`src/rtl/ddr4_cmd_scheduler.sv`:
```
// Single-bank DDR4 command sequencer: one READ, WRITE or ROWCLONE request at a time,
// expanded into ACT/RD/WR/PRE commands with fixed tRCD/tCL/tRP spacing and registered outputs.
module ddr4_cmd_scheduler #(
  parameter int BGWIDTH   = 2,
  parameter int BAWIDTH   = 2,
  parameter int ADDRWIDTH = 17,
  parameter int COLWIDTH  = 10,
  parameter int BL        = 8,
  parameter int TRCD      = 15,
  parameter int TCL       = 15,
  parameter int TRP       = 15
) (
  input  logic                 ck_t,
  input  logic                 reset,
  input  logic                 req_valid,
  output logic                 req_ready,
  input  logic [1:0]           req_op,
  input  logic [BGWIDTH-1:0]   req_bg,
  input  logic [BAWIDTH-1:0]   req_ba,
  input  logic [ADDRWIDTH-1:0] req_row,
  input  logic [ADDRWIDTH-1:0] req_row2,
  input  logic [COLWIDTH-1:0]  req_col,
  output logic                 cs_n,
  output logic                 act_n,
  output logic [ADDRWIDTH-1:0] A,
  output logic [BGWIDTH-1:0]   bg,
  output logic [BAWIDTH-1:0]   ba,
  output logic                 writing,
  output logic                 rd_strobe,
  output logic                 busy,
  output logic                 done
);

  localparam logic [1:0] OP_READ  = 2'b00;
  localparam logic [1:0] OP_WRITE = 2'b01;
  localparam logic [1:0] OP_CLONE = 2'b10;

  localparam logic [ADDRWIDTH-1:0] A_WR  = ADDRWIDTH'(17'h10000);
  localparam logic [ADDRWIDTH-1:0] A_RD  = ADDRWIDTH'(17'h14000);
  localparam logic [ADDRWIDTH-1:0] A_PRE = ADDRWIDTH'(17'h08000);

  typedef enum logic [3:0] {
    S_IDLE, S_ACT, S_RCD, S_CAS, S_WBURST, S_CLWAIT,
    S_RBURST, S_ACT2, S_RCD2, S_PRE, S_RP
  } state_t;

  state_t                 r_state;
  logic [7:0]             r_cnt;
  logic [1:0]             r_op;
  logic [BGWIDTH-1:0]     r_cap_bg;
  logic [BAWIDTH-1:0]     r_cap_ba;
  logic [ADDRWIDTH-1:0]   r_row2;
  logic [COLWIDTH-1:0]    r_col;

  logic                   r_ready;
  logic                   r_cs_n;
  logic                   r_act_n;
  logic [ADDRWIDTH-1:0]   r_a;
  logic [BGWIDTH-1:0]     r_bg;
  logic [BAWIDTH-1:0]     r_ba;
  logic                   r_writing;
  logic                   r_rd_strobe;
  logic                   r_busy;
  logic                   r_done;

  logic                   w_accept;
  assign w_accept = r_ready & req_valid;

  // Outputs are registered for the state being entered, so each command
  // appears on the bus in the cycle right after the decision edge.
  always_ff @(posedge ck_t) begin
    if (reset) begin
      r_state     <= S_IDLE;
      r_cnt       <= '0;
      r_op        <= '0;
      r_cap_bg    <= '0;
      r_cap_ba    <= '0;
      r_row2      <= '0;
      r_col       <= '0;
      r_ready     <= 1'b0;
      r_cs_n      <= 1'b1;
      r_act_n     <= 1'b1;
      r_a         <= '0;
      r_bg        <= '0;
      r_ba        <= '0;
      r_writing   <= 1'b0;
      r_rd_strobe <= 1'b0;
      r_busy      <= 1'b0;
      r_done      <= 1'b0;
    end else begin
      // NOTE: non-blocking defaults first; a later <= in the case overrides them.
      r_ready     <= 1'b0;
      r_cs_n      <= 1'b1;
      r_act_n     <= 1'b1;
      r_a         <= '0;
      r_bg        <= r_cap_bg;
      r_ba        <= r_cap_ba;
      r_writing   <= 1'b0;
      r_rd_strobe <= 1'b0;
      r_busy      <= 1'b1;
      r_done      <= 1'b0;
      case (r_state)
        S_IDLE: begin
          r_bg <= '0;
          r_ba <= '0;
          if (w_accept) begin
            r_op     <= req_op;
            r_cap_bg <= req_bg;
            r_cap_ba <= req_ba;
            r_row2   <= req_row2;
            r_col    <= req_col;
            if (req_op == 2'b11) begin
              r_done  <= 1'b1;
              r_ready <= 1'b1;
              r_busy  <= 1'b0;
            end else begin
              r_state <= S_ACT;
              r_cs_n  <= 1'b0;
              r_act_n <= 1'b0;
              r_a     <= req_row;
              r_bg    <= req_bg;
              r_ba    <= req_ba;
            end
          end else begin
            r_ready <= 1'b1;
            r_busy  <= 1'b0;
          end
        end
        S_ACT: begin
          r_state <= S_RCD;
          r_cnt   <= 8'(TRCD - 1);
        end
        S_RCD: begin
          if (r_cnt == '0) begin
            r_cs_n <= 1'b0;
            if (r_op == OP_CLONE) begin
              r_state <= S_ACT2;
              r_act_n <= 1'b0;
              r_a     <= r_row2;
            end else begin
              r_state   <= S_CAS;
              r_a       <= ((r_op == OP_WRITE) ? A_WR : A_RD) | ADDRWIDTH'(r_col);
              r_writing <= (r_op == OP_WRITE);
            end
          end else begin
            r_cnt <= r_cnt - 8'd1;
          end
        end
        S_CAS: begin
          if (r_op == OP_READ) begin
            r_state <= S_CLWAIT;
            r_cnt   <= 8'(TCL - 1);
          end else if (BL == 1) begin
            r_state <= S_PRE;
            r_cs_n  <= 1'b0;
            r_a     <= A_PRE;
          end else begin
            r_state   <= S_WBURST;
            r_writing <= 1'b1;
            r_cnt     <= 8'(BL - 2);
          end
        end
        S_WBURST: begin
          if (r_cnt == '0) begin
            r_state <= S_PRE;
            r_cs_n  <= 1'b0;
            r_a     <= A_PRE;
          end else begin
            r_writing <= 1'b1;
            r_cnt     <= r_cnt - 8'd1;
          end
        end
        S_CLWAIT: begin
          if (r_cnt == '0) begin
            r_state     <= S_RBURST;
            r_rd_strobe <= 1'b1;
            r_cnt       <= 8'(BL - 1);
          end else begin
            r_cnt <= r_cnt - 8'd1;
          end
        end
        S_RBURST: begin
          if (r_cnt == '0) begin
            r_state <= S_PRE;
            r_cs_n  <= 1'b0;
            r_a     <= A_PRE;
          end else begin
            r_rd_strobe <= 1'b1;
            r_cnt       <= r_cnt - 8'd1;
          end
        end
        S_ACT2: begin
          r_state <= S_RCD2;
          r_cnt   <= 8'(TRCD - 1);
        end
        S_RCD2: begin
          if (r_cnt == '0) begin
            r_state <= S_PRE;
            r_cs_n  <= 1'b0;
            r_a     <= A_PRE;
          end else begin
            r_cnt <= r_cnt - 8'd1;
          end
        end
        S_PRE: begin
          r_state <= S_RP;
          r_cnt   <= 8'(TRP - 1);
          r_bg    <= '0;
          r_ba    <= '0;
        end
        S_RP: begin
          r_bg <= '0;
          r_ba <= '0;
          if (r_cnt == '0) begin
            r_state <= S_IDLE;
            r_done  <= 1'b1;
            r_ready <= 1'b1;
            r_busy  <= 1'b0;
          end else begin
            r_cnt <= r_cnt - 8'd1;
          end
        end
        default: r_state <= S_IDLE;
      endcase
    end
  end

  assign req_ready = r_ready;
  assign cs_n      = r_cs_n;
  assign act_n     = r_act_n;
  assign A         = r_a;
  assign bg        = r_bg;
  assign ba        = r_ba;
  assign writing   = r_writing;
  assign rd_strobe = r_rd_strobe;
  assign busy      = r_busy;
  assign done      = r_done;

endmodule

```
`config.mk`:
```
export PLATFORM = sky130hd
export DESIGN_NAME = ddr4_cmd_scheduler
export DESIGN_NICKNAME = d
export VERILOG_FILES = /design/src/rtl/ddr4_cmd_scheduler.sv
export SDC_FILE = /design/constraint.sdc
export NUM_CORES = 1
export LEC_CHECK = 0
export ABC_CLOCK_PERIOD_IN_PS = 3100
export CAP_MARGIN = 15
export CORE_MARGIN = 4
export CORE_UTILIZATION = 55
export CTS_BUF_LIST = sky130_fd_sc_hd__clkbuf_2 sky130_fd_sc_hd__clkbuf_4 sky130_fd_sc_hd__clkbuf_8
export CTS_CLUSTER_DIAMETER = 60
export DETAILED_ROUTE_END_ITERATION = 10
export HOLD_SLACK_MARGIN = 0.02
export PLACE_DENSITY_LB_ADDON = 0.2
export SYNTH_ARGS = -nofsm -noshare
export SYNTH_HDL_FRONTEND = slang
export SYNTH_SLANG_ARGS = --single-unit
```
`constraint.sdc`:
```
create_clock -name ck_t -period 3.1 [get_ports ck_t]
set_input_delay 0.93 -clock ck_t [delete_from_list [all_inputs] [get_ports ck_t]]
set_output_delay 0.93 -clock ck_t [all_outputs]
set_load 0.005 [all_outputs]
```
======== Word-level counts from Yosys, hierarchy flattened ========
Cells that the tools add are included.
operators by class
  add/subtract/negate cells ............... 1
  equality and inequality tests ........... 20
  muxes and demuxes ....................... 45
  bitwise logic cells ..................... 2
  reduce and logical (&&, ||, !) cells .... 12
operators with widths
  kind                                                  count
  2-to-1 mux 17 bit                                     4
  case mux 17 bit (3 select lines)                      1
  case mux 4 bit (9 select lines)                       1
  case mux 8 bit (4 select lines)                       1
  2-to-1 mux 4 bit                                      7
  bitwise OR 17 x 10 -> 17 bit                          1
  equality test 4 x 3 -> 1 bit (second input constant)  4
  2-to-1 mux 16 bit                                     1
  2-to-1 mux 8 bit                                      2
  2-to-1 mux 15 bit                                     1
  2-to-1 mux 1 bit                                      13
  equality test 4 bit (second input constant)           3
  != test 2 bit (second input constant)                 6
  case mux 1 bit (2 select lines)                       6
  equality test 4 x 2 -> 1 bit (second input constant)  2
  logical NOT 8 bit                                     1
  2-to-1 mux 2 bit                                      4
  case mux 2 bit (2 select lines)                       2
  subtractor 8 x 1 -> 8 bit (second input constant)     1
  AND reduction 6 bit                                   1
  OR reduction 3 bit                                    2
  OR reduction 5 bit                                    1
  equality test 2 bit (second input constant)           2
  equality test 4 x 1 -> 1 bit (second input constant)  1
  11 further kinds                                      12
word-level totals
  bits in registers ....................... 73
  input port bits ......................... 53
  output and inout port bits .............. 28
  word-level logic and storage cells ...... 97

======== Depth between registers and ports, before layout ========
  word-level depth ........................ 6
  gate-level depth with buffers ........... 8
  gate-level depth less buffers ........... 7

======== Least setup slack after synthesis ========
OpenSTA, ideal clock, no wires.
  path kind ............................... input -> register
  start ................................... input port reset
  end ..................................... register r_cap_ba[0]
  setup time .............................. 132 ps
  arrival ................................. 1786 ps
  required time ........................... 2968 ps
  slack ................................... 1182 ps
  stages .................................. 4
  buffers on the path ..................... 3
  cell sequence ........................... clkbuf_1 -> clkbuf_1 -> clkbuf_1 -> a21oi_1
RTL lines
  item                  RTL line  source
  start, declared       14        input logic reset,
  end signal, assigned  109       r_cap_ba <= req_ba;
  end, declared         51        logic [BAWIDTH-1:0] r_cap_ba;
No word-level cell between the ends.

======== Final worst setup path ========
  start ................................... register r_cnt[0]
  end ..................................... register r_a[16], in the netlist A[16]
on the way
  word-level cells in the longest chain between the ends .. 3
RTL lines
  item                              RTL line  source
  start, declared                   48        logic [7:0] r_cnt;
  start signal, assigned            131       r_cnt <= 8'(TRCD - 1);
  start signal, assigned            146       r_cnt <= r_cnt - 8'd1;
  start signal, assigned            152       r_cnt <= 8'(TCL - 1);
  logical NOT 8 bit                 134       if (r_cnt == '0) begin
  2-to-1 mux 17 bit                 134
  case mux 17 bit (3 select lines)  102       case (r_state)
  end signal, assigned              120       r_a <= req_row;
  end signal, assigned              139       r_a <= r_row2;
  end signal, assigned              142       r_a <= ((r_op == OP_WRITE) ? A_WR : A_RD) | ADDRWIDTH'(r_col);
  end, declared                     58        logic [ADDRWIDTH-1:0] r_a;
Every way passes these cells.
A chain may end at the register's enable or synchronous reset.

==> flow_summary.toml <==
[status]
run_status = "finished, final reports clean"

[synth]
syn_inst = 414
post_synth.cell_area_avg_um2 = 7.88
synth.ff_latch_count = 73
synth_fp_nets = 468
ys_warn_count = 0
yosysMostFrequentCell = "sky130_fd_sc_hd__nand2_1"
synth_edf_count = 0
cell_area_after_technology_mapping_um2 = 3260
netlist_top_cells_area = "sky130_fd_sc_hd__dfxtp_1, sky130_fd_sc_hd__nand2_1, sky130_fd_sc_hd__a21oi_1, sky130_fd_sc_hd__nor2_1, sky130_fd_sc_hd__a22oi_1"
synth.cells.most_frequent = "sky130_fd_sc_hd__nand2_1, sky130_fd_sc_hd__dfxtp_1, sky130_fd_sc_hd__a21oi_1, sky130_fd_sc_hd__nor2_1, sky130_fd_sc_hd__a22oi_1"
synth.yosys.seq_area_share_pct = 44.8
yosys.area.top_type_share_pct = 44.8
yosys_most_used_dff = "sky130_fd_sc_hd__dfxtp_1"
synth_top_area_cell = "sky130_fd_sc_hd__dfxtp_1"
synth_cell_types = 60
postSynth.asyncResetShare_pct = 0

[cells_and_area]
multiInputGateArea_um2 = 1640
n_antenna_cell = 0
net_count_final = 537
fillers = 444
fin_util_pct = 75.2
post_route_cells_drive_above_1_share_pct = 8.61
seq_area_um2 = 1460
area_growth_pct = 30.1

[place]
numPortBuffers = 80
hpwlAfterDp_mm = 5.82
routabilityCongestion = 0.875
pre_cts_ws_ps = 669

[floorplanning]
floorplan.die.height_um = 85.0
design.core.area_um2 = 5640
io_pins = 81
fp.dieW_um = 85.0
die_area_um2 = 7220
initial_utilization_pct = 57.8
rows = 27

[global_routing]
grt_first_pass_wirelength_mm = 13.8
grt_remaining_overflow = 0
grt_pass1_vias = 2968
number_of_antenna_violations_at_the_first_check_in_global_routing = 0
grt_max_degree = 52
global_route.usage.total_pct = 23.7

[flow_run]
max_cap_violations = 0

[sta]
layout_setup_ws_ps = 710
rsz_0062_raised_after_global_routing = "false"
holdWs_ps = 458
slew-limit-headroom_pct = 41.4
maxClockFrequency_mhz = 418
final-setup-viol-count = 0
setup_total_negative_slack_ps = 0
finalCriticalPeriod_ps = 2390
hold_viol = 0
worstMarginPinSlew_ps = 878
finClkSkew_ps = 7.83
timing_max_transition_violations_final = 0
final_min_period_over_clock_period_pct = 77.1

[clocking]
cts_tree = "built"
cts_hold_buf = 0
post_cts_resize_count = 0
cts_buffer_depth = 2
post-cts-setup-buffers = 0
number_of_buffers_inserted_during_clock_tree_synthesis = 9
worst_skew_pair.late_latency_ps = 340
cts_num_sinks = 73
clk_transition_reported_paths_ps = 70
clock_tree.root_cell = "sky130_fd_sc_hd__clkbuf_8"
maximum_level_of_the_cts_h_tree = 3

[power]
powerDensity_nw_per_um2 = 786
total_power_w = 0.00333
ir_drop_mv = 0.576
leakagePower_nw = 1.50

[worst_setup_path]
worst_ep_arrival_ps = 2650
path_max_fanout = 16
timing.critical_path.from_type = "register"
timing.critical_path.required_ps = 3360
critical_path_class = "reg2reg"
setup.worst_path.end_class = "register"

[min_path]
min-delay-path-class = "reg2reg"

[detailed_routing]
detail_route.drc_violations = 0
drt_iter0_markers = 266
drtAntennaViolNets = 0
vias_per_cell = 5.63
drtPass1Iterations = 4
total_detailed_routing_wirelength_mm = 8.42
post_drt_wl_per_cell_um = 15.0
total_vias_in_the_final_route = 3150
==> flip-flops by register name, summed over array words and instances, names as in the netlist, 2 cells and up <==
| register | count |
|---|---|
| r_state | 4 |
| r_col | 10 |
| r_row2 | 17 |
| r_cnt | 8 |
| ba | 2 |
| r_cap_bg | 2 |
| A | 17 |
| r_cap_ba | 2 |
| bg | 2 |
| r_op | 2 |
==> cells by family after synthesis <==
group / after synthesis / synth area share [%]
AND/OR/NAND/NOR: 194 / 27.2
AO/OA/AOI/OAI: 104 / 21.0
flip-flops: 73 / 44.8
buffers and inverters: 36 / 4.95
XOR/XNOR: 4 / 1.07
adder cells (fa/ha/maj): 2 / 0.691
multiplexers: 1 / 0.307
==> final timing paths <==
check / depth (start not counted) / start / to / slack, ps
setup / recovery: 6 / r_cnt[0] / A[16] / 710
hold / removal: 2 / r_col[7] / r_col[7] / 460
setup reg to reg: 6 / r_cnt[0] / A[16] / 710
hold reg to reg: 2 / r_col[7] / r_col[7] / 460
==> cells in the final DEF, fill, tap and decap left out, types with 4 or more instances in the layout <==
| cell type | count |
|---|---|
| sky130_fd_sc_hd__nand2b_1 | 4 |
| sky130_fd_sc_hd__buf_4 | 6 |
| sky130_fd_sc_hd__nand3_1 | 7 |
| sky130_fd_sc_hd__nor3_1 | 5 |
| sky130_fd_sc_hd__a32oi_1 | 5 |
| sky130_fd_sc_hd__nor4_1 | 4 |
| sky130_fd_sc_hd__nand2_1 | 110 |
| sky130_fd_sc_hd__inv_1 | 7 |
| sky130_fd_sc_hd__dfxtp_1 | 73 |
| sky130_fd_sc_hd__nor2_1 | 40 |
| sky130_fd_sc_hd__clkdlybuf4s50_1 | 79 |
| sky130_fd_sc_hd__o21ai_0 | 11 |
| sky130_fd_sc_hd__a21oi_1 | 45 |
| sky130_fd_sc_hd__o211ai_1 | 4 |
| sky130_fd_sc_hd__clkbuf_8 | 11 |
| sky130_fd_sc_hd__a22oi_1 | 15 |
==> per-stage QoR <==
stage | instance area, µm² | cells
after floorplan | 3260 | 414
after detailed placement | 4060 | 544
after global routing | 4240 | 560
final | 4240 | 560
after global placement | 4060 | 544
after CTS | 4240 | 560
==> power by group <==
| part | switching, W | total [W] | internal, W |
|---|---|---|---|
| registers | 0.000161 | 0.00125 | 0.00109 |
| logic | 0.000811 | 0.00141 | 0.000599 |
| clock network | 0.000341 | 0.000670 | 0.000330 |
==> area by class of cell <==
cell class                 instances  share of cell area (%)
multi-input combinational        305                    38.6
sequential                        73                    34.5
timing repair buffer              86                    19.8
clock buffer                      11                    3.57
tap                               72                    2.12
clock inverter                     5                   0.708
inverter                           8                   0.708
==> worst max-delay path, stage by stage (launching register included) <==
cell	delay, ps
sky130_fd_sc_hd__dfxtp_1	330
sky130_fd_sc_hd__inv_1	80
sky130_fd_sc_hd__ha_1	210
sky130_fd_sc_hd__nor3b_1	630
sky130_fd_sc_hd__and3_1	690
sky130_fd_sc_hd__o21ai_0	200
sky130_fd_sc_hd__a21oi_1	180
==> routing by layer <==
metal	GRT usage, %	vias up	part of all wire, %
met5	0	-	0
met4	9.35	0	2.0
met3	5.24	17	8.5
met2	37.4	134	46
met1	31.5	1431	44
li1	-	1568	-
(Power assumes the default switching activity.)
